### config.mk
export PLATFORM = sky130hd
export DESIGN_NAME = piso_left
export DESIGN_NICKNAME = d
export VERILOG_FILES = /design/src/rtl/piso_left.sv
export SDC_FILE = /design/constraint.sdc
export NUM_CORES = 1
export LEC_CHECK = 0
export BUFFER_PORTS_ARGS = -buffer_cell sky130_fd_sc_hd__buf_2
export CORE_MARGIN = 2
export CORE_UTILIZATION = 38
export CTS_BUF_LIST = sky130_fd_sc_hd__clkbuf_4 sky130_fd_sc_hd__clkbuf_8
export CTS_CLUSTER_DIAMETER = 150
export DETAILED_ROUTE_END_ITERATION = 7
export PLACE_DENSITY_LB_ADDON = 0.3
export SLEW_MARGIN = 10
export SYNTH_ARGS = -nofsm -noshare
export SYNTH_HDL_FRONTEND = slang
export SYNTH_SLANG_ARGS = --single-unit
export TNS_END_PERCENT = 1
### constraint.sdc
create_clock -name clk -period 1.34 [get_ports clk]
set_clock_uncertainty 0.2 [all_clocks]
set_input_delay 0.335 -clock clk [delete_from_list [all_inputs] [get_ports clk]]
set_output_delay 0.335 -clock clk [all_outputs]
set_load 0.02 [all_outputs]
### src/rtl/piso_left.sv
// piso_left: parallel-in serial-out transmitter for the left-shifting serial link.
// A word is accepted through a valid/ready handshake (load/ready) and shifted
// out MSB-first, one bit per clk. `last` marks the final bit period of each
// frame so a matching shift-left receiver knows when to latch the word.
//
// Optional feature: define PISO_PARITY_EN to append one even-parity bit period
// after the LSB (frame length INPUT_WIDTH+1).
//
// Parameters:
//   INPUT_WIDTH  width of the parallel word (>= 2)
//   VALUE_PULL   idle level on serial_out; also the fill bit shifted into the LSB
//
// Ports:
//   clk         clock, rising-edge active
//   reset_n     asynchronous active-low reset
//   load        word valid, sampled on rising clk
//   data        parallel word, captured when load && ready
//   ready       block can accept a word this cycle (from registers only)
//   serial_out  serial data, MSB first
//   busy        frame in progress
//   last        high during the final bit period of a frame
module piso_left #(
  parameter int   INPUT_WIDTH = 8,
  parameter logic VALUE_PULL  = 1'b0
) (
  input  logic                   clk,
  input  logic                   reset_n,
  input  logic                   load,
  input  logic [INPUT_WIDTH-1:0] data,
  output logic                   ready,
  output logic                   serial_out,
  output logic                   busy,
  output logic                   last
);

`ifdef PISO_PARITY_EN
  localparam int FRAME_LEN = INPUT_WIDTH + 1;
`else
  localparam int FRAME_LEN = INPUT_WIDTH;
`endif
  localparam int CNT_W = $clog2(INPUT_WIDTH + 1);
  localparam logic [CNT_W-1:0] CNT_LAST = CNT_W'(FRAME_LEN - 1);

  localparam logic [0:0] S_IDLE  = 1'b0;
  localparam logic [0:0] S_SHIFT = 1'b1;

  logic [0:0]           state;
  logic [FRAME_LEN-1:0] shreg;
  logic [CNT_W-1:0]     bit_cnt;
  logic                 accept;

  // Frame image loaded at accept: the word, with the parity bit tucked below
  // the LSB when parity is enabled so it simply falls out after the data.
  function automatic logic [FRAME_LEN-1:0] frame_word(input logic [INPUT_WIDTH-1:0] d);
`ifdef PISO_PARITY_EN
    return {d, ^d};
`else
    return d;
`endif
  endfunction

  function automatic logic [FRAME_LEN-1:0] shift_word(input logic [FRAME_LEN-1:0] s);
    return {s[FRAME_LEN-2:0], VALUE_PULL};
  endfunction

  assign busy       = (state == S_SHIFT);
  assign last       = busy && (bit_cnt == CNT_LAST);
  // Accepting during the final bit period gives gap-free back-to-back frames.
  assign ready      = !busy || last;
  assign serial_out = busy ? shreg[FRAME_LEN-1] : VALUE_PULL;
  assign accept     = load && ready;

  always_ff @(posedge clk or negedge reset_n) begin
    if (!reset_n) begin
      state   <= S_IDLE;
      shreg   <= '0;
      bit_cnt <= '0;
    end else if (accept) begin
      state   <= S_SHIFT;
      shreg   <= frame_word(data);
      bit_cnt <= '0;
    end else if (state == S_SHIFT) begin
      shreg <= shift_word(shreg);
      if (bit_cnt == CNT_LAST) begin
        state   <= S_IDLE;
        bit_cnt <= '0;
      end else begin
        bit_cnt <= bit_cnt + 1'b1;
      end
    end
  end

endmodule

Word-level counts from Yosys, hierarchy flattened
Index checks and enable logic that the tools add are counted.
{ "word_totals": {"latchBits": 0, "mem_count": 0, "mem_bits_ro": 0, "ff_bits": 13, "ramBits": 0, "in_bits": 11, "out_inout_bits": 4, "wordCells": 19} }
{ "classes": {"mul": 0, "shifts": 0, "add_sub_neg": 1, "reduce_logical": 5, "order_cmp": 0, "n_bitwise": 0, "div": 0, "eq_ne": 1, "n_mux": 9} }
{ "ops": {"columns": ["operator", "n"], "rows": [
  ["8-bit two-way mux", 2],
  ["4-bit two-way mux", 3],
  ["4-bit by 1-bit adder with 4-bit output, second input constant", 1],
  ["4-bit by 3-bit equality test with 1-bit output, second input constant", 1],
  ["1-bit two-way mux", 4],
  ["1-bit logical AND", 2],
  ["2-bit nonzero test", 1],
  ["1-bit logical NOT", 1],
  ["1-bit logical OR", 1]
]} }

Depth between registers and ports, before layout
{ "depth": {"ltp_word": 5, "depth_mapped": 5, "ltp_nobuf": 4} }

Worst setup path before layout
Ideal clock, no wire load.
{ "synth_timing": {"path_type": "flip-flop to output port", "start": "register state (netlist: busy)", "end": "output port last", "stages_incl_launch_ff": 4, "n_path_buf": 2, "path_slack_ns": -0.566, "t_arrival_ns": 1.371, "t_required_ns": 0.805, "path_cell_list": "dfrtp_1 > buf_4 > buf_2 > nor3b_1"} }
{ "synth_via": {"elab_chain_len": 1} }
{ "synth_lines": {"columns": ["item", "line_no", "text"], "rows": [
  ["from (decl)", "47", "logic [0:0] state;"],
  ["from (signal assigned)", "75", "state <= S_IDLE;"],
  ["from (signal assigned)", "79", "state <= S_SHIFT;"],
  ["from (signal assigned)", "85", "state <= S_IDLE;"],
  ["1-bit logical AND", "67", "assign last = busy && (bit_cnt == CNT_LAST);"],
  ["to (decl)", "33", "output logic last"]
]} }
No other way between the ends.

Worst setup path after layout
{ "layout_timing": {"start": "register bit_cnt[0]", "end": "output port last"} }
{ "layout_via": {"elab_chain_len": 2} }
{ "layout_lines": {"columns": ["item", "line_no", "text"], "rows": [
  ["from (decl)", "49", "logic [CNT_W-1:0] bit_cnt;"],
  ["from (signal assigned)", "88", "bit_cnt <= bit_cnt + 1'b1;"],
  ["4-bit by 3-bit equality test with 1-bit output", "67", null],
  ["1-bit logical AND", "67", null]
]} }
No other way between the ends.

==> results.toml <==
[status]
outcome = "complete, but fails checks"
violations = "negative setup slack"

[critical_path]
end_kind = "output pin"
r2r-end = "shreg[3]"
rr_worst_depth = 5
r2r_start = "bit_cnt[0]"
rrSetupSlack_ns = -0.25
crit_fanout = 2
critPathLaunchType = "register"
crit_arrival_ns = 1.23
critPathRequiredTime_ns = 0.81
path_class = "register to output pin"

[finish]
area_growth_pct = 36.1
nFillCells = 163
fin_area_um2 = 971
layout-drive-gt1-share_pct = 50.0
fin_nets = 99
diodes = 0

[placement]
place_ws_ns = -0.201
place_hpwl_mm = 1.02
dpl_cell_area_um2 = 897
routabilityCongestion = 0.707
port_buffers = 14

[cts]
clk_latency_ns = 0.27
cts_tree = "done"
clk_pin_slew_ns = 0.08
clock-sinks = 13
h-tree-depth = 1
cts_buffer_depth = 2
cts-root-buf = "clkbuf_4"
numCtsBuffers = 3

[floorplanning]
die_area_um2 = 2240
start_util_pct = 40.9
core_region_area_um2 = 1750
io_pins = 15
die_w_um = 47.3
die_y_um = 47.3
rows = 15

[drt]
drt_iter0_drc = 11
routed_wl_mm = 1.49
ant_nets = 0
routedWlPerCell_um = 13.4
vias_per_cell = 5.26
dr.pass1.iters = 4
drc = 0
vias = 584

[global_routing]
grt_max_degree = 15
grt_pass1_vias = 544
grt_pass1_wl_mm = 2.42
grt_usage_pct = 15.9
grt_antenna_before_repair = 0
overflow = 0

[hold_path]
hold_path_class = "input pin to register"
hold_start = "data[0]"
min_path_cells = 3
min_to = "shreg[0]"

[timing]
tightest_slew_ns = 0.310
hold_slack_ns = 0.107
fin_crit_sh_pct = 131
finalHoldViolations = 0
relSlewSlack_pct = 79.3
slew_viol_final = 0
max_freq_mhz = 568
period_needed_ns = 1.76
tns_ns = -3.00
rsz0062_at_grt = "yes"
setup_ws_ns = -0.421
setup_violations = 13

[power_and_ir_drop]
irDropWorstVdd_uv = 831
power.total_mw = 2.01
leakagePower_nw = 0.440
p_per_area_nw_per_um2 = 2070

[yosys]
ys_seq_area_share_pct = 45.6
synth_top_area_share_pct = 45.6
synth_area_leader_cell = "dfrtp_1"
synthCells = 62
syn_avg_cell_area_um2 = 11.5
synth_seq_cells = 13
yosysUniqueCellTypes = 24
ys.warnings.count = 0
synth_fp_nets = 74
syn_area_um2 = 713
synth_area_leaders = "dfrtp_1 46%, o221a_2 11%, a211o_1 8.6%"

[flow_run]
maxCapViolations = 0
[metal layers]
layer	vias to the layer above	wire [um]	global-route usage, %
met4	0	19	10.0
li1	286	-	-
met5	-	0	0
met1	284	675	19.2
met3	2	40	2.31
met2	12	756	26.2
[cell families after synthesis]
kind of cell	Yosys count	share of synthesized area, %
AOI/OAI and AO/OA	23	26.8
adders and majority gates	1	1.75
buffers and inverters	7	5.96
DFF	13	45.6
muxes	1	1.40
and+or+nand+nor	17	18.4
[stage by stage]
| step | cells | utilization [%] |
|---|---|---|
| after floorplan | 62 | - |
| after global placement | 105 | 51.4 |
| after detailed placement | 105 | 51.4 |
| after CTS | 111 | 55.0 |
| after global routing | 111 | 55.6 |
| final | 111 | 55.6 |
[worst max-delay path, cell delays in order, from the launching register on]
cell     delay (ns)
dfrtp_1        0.40
ha_4           0.16
nand2_2        0.07
nor3b_4        0.19
buf_6          0.14
[Yosys cell counts, drive strengths merged]
cell type and n:
dfrtp 13, inv 3, nor3b 1, buf 4, and2 1, ha 1, nand2 3, a21oi 4
o21ai 3, a32o 1, nor2 1, o221a 7, a211o 7, mux2i 1, nand4b 2, nand3 1
nand2b 1, nor2b 7, o22ai 1
[cells in the final DEF (no fill, tap or decap), drive strengths merged]
cell type    Yosys  final
buf              4     23
dfrtp           13     13
nor2b            7      7
a211o            7      7
o221a            7      7
a21oi            4      4
clkbuf           0      4
inv              3      3
nand2            3      3
o21ai            3      3
nand4b           2      2
nor3b            1      1
and2             1      1
nand2b           1      1
nand3            1      1
nor2             1      1
mux2i            1      1
o22ai            1      1
a32o             1      1
ha               1      1
dlygate4sd3      0      1
[worst max-delay path by stage]
stage	from	to	slack [ns]	depth (start not counted)
after floorplan	busy	last	-0.17	3
after global placement	bit_cnt[1]	last	-0.19	4
after detailed placement	bit_cnt[1]	last	-0.20	4
after CTS	bit_cnt[0]	last	-0.43	4
after global routing	bit_cnt[0]	last	-0.49	4
final	bit_cnt[0]	last	-0.42	4
[power breakdown]
| part | internal (mW) | total, mW | leakage, nW | switching, mW |
|---|---|---|---|---|
| logic | 0.616 | 1.04 | 0.264 | 0.427 |
| registers | 0.566 | 0.705 | 0.158 | 0.139 |
| clock network | 0.135 | 0.263 | 0.0184 | 0.128 |
[repair_timing]
action | CTS | global route
endpoints found under the setup margin | 13 | 15
buffers inserted | 1 | 0
pin swaps | 3 | 1
hold buffers | 1 | 0
resized for setup | 5 | 5
hold endpoints to repair | 13 | 0
[cell type report]
class / instances / area (um^2) / share of cell area (%)
multi-input combinational: 42 / 378 / 38.9
timing repair buffer: 24 / 194 / 20.0
tap: 25 / 31.3 / 3.22
inverter: 3 / 11.3 / 1.16
sequential: 13 / 327 / 33.6
clock buffer: 4 / 30.0 / 3.09
[registers in the layout, indices dropped and copies added (netlist names)]
name	count
shreg	8
busy	1
bit_cnt	4
No activity file was read; power rests on OpenSTA's default activity.
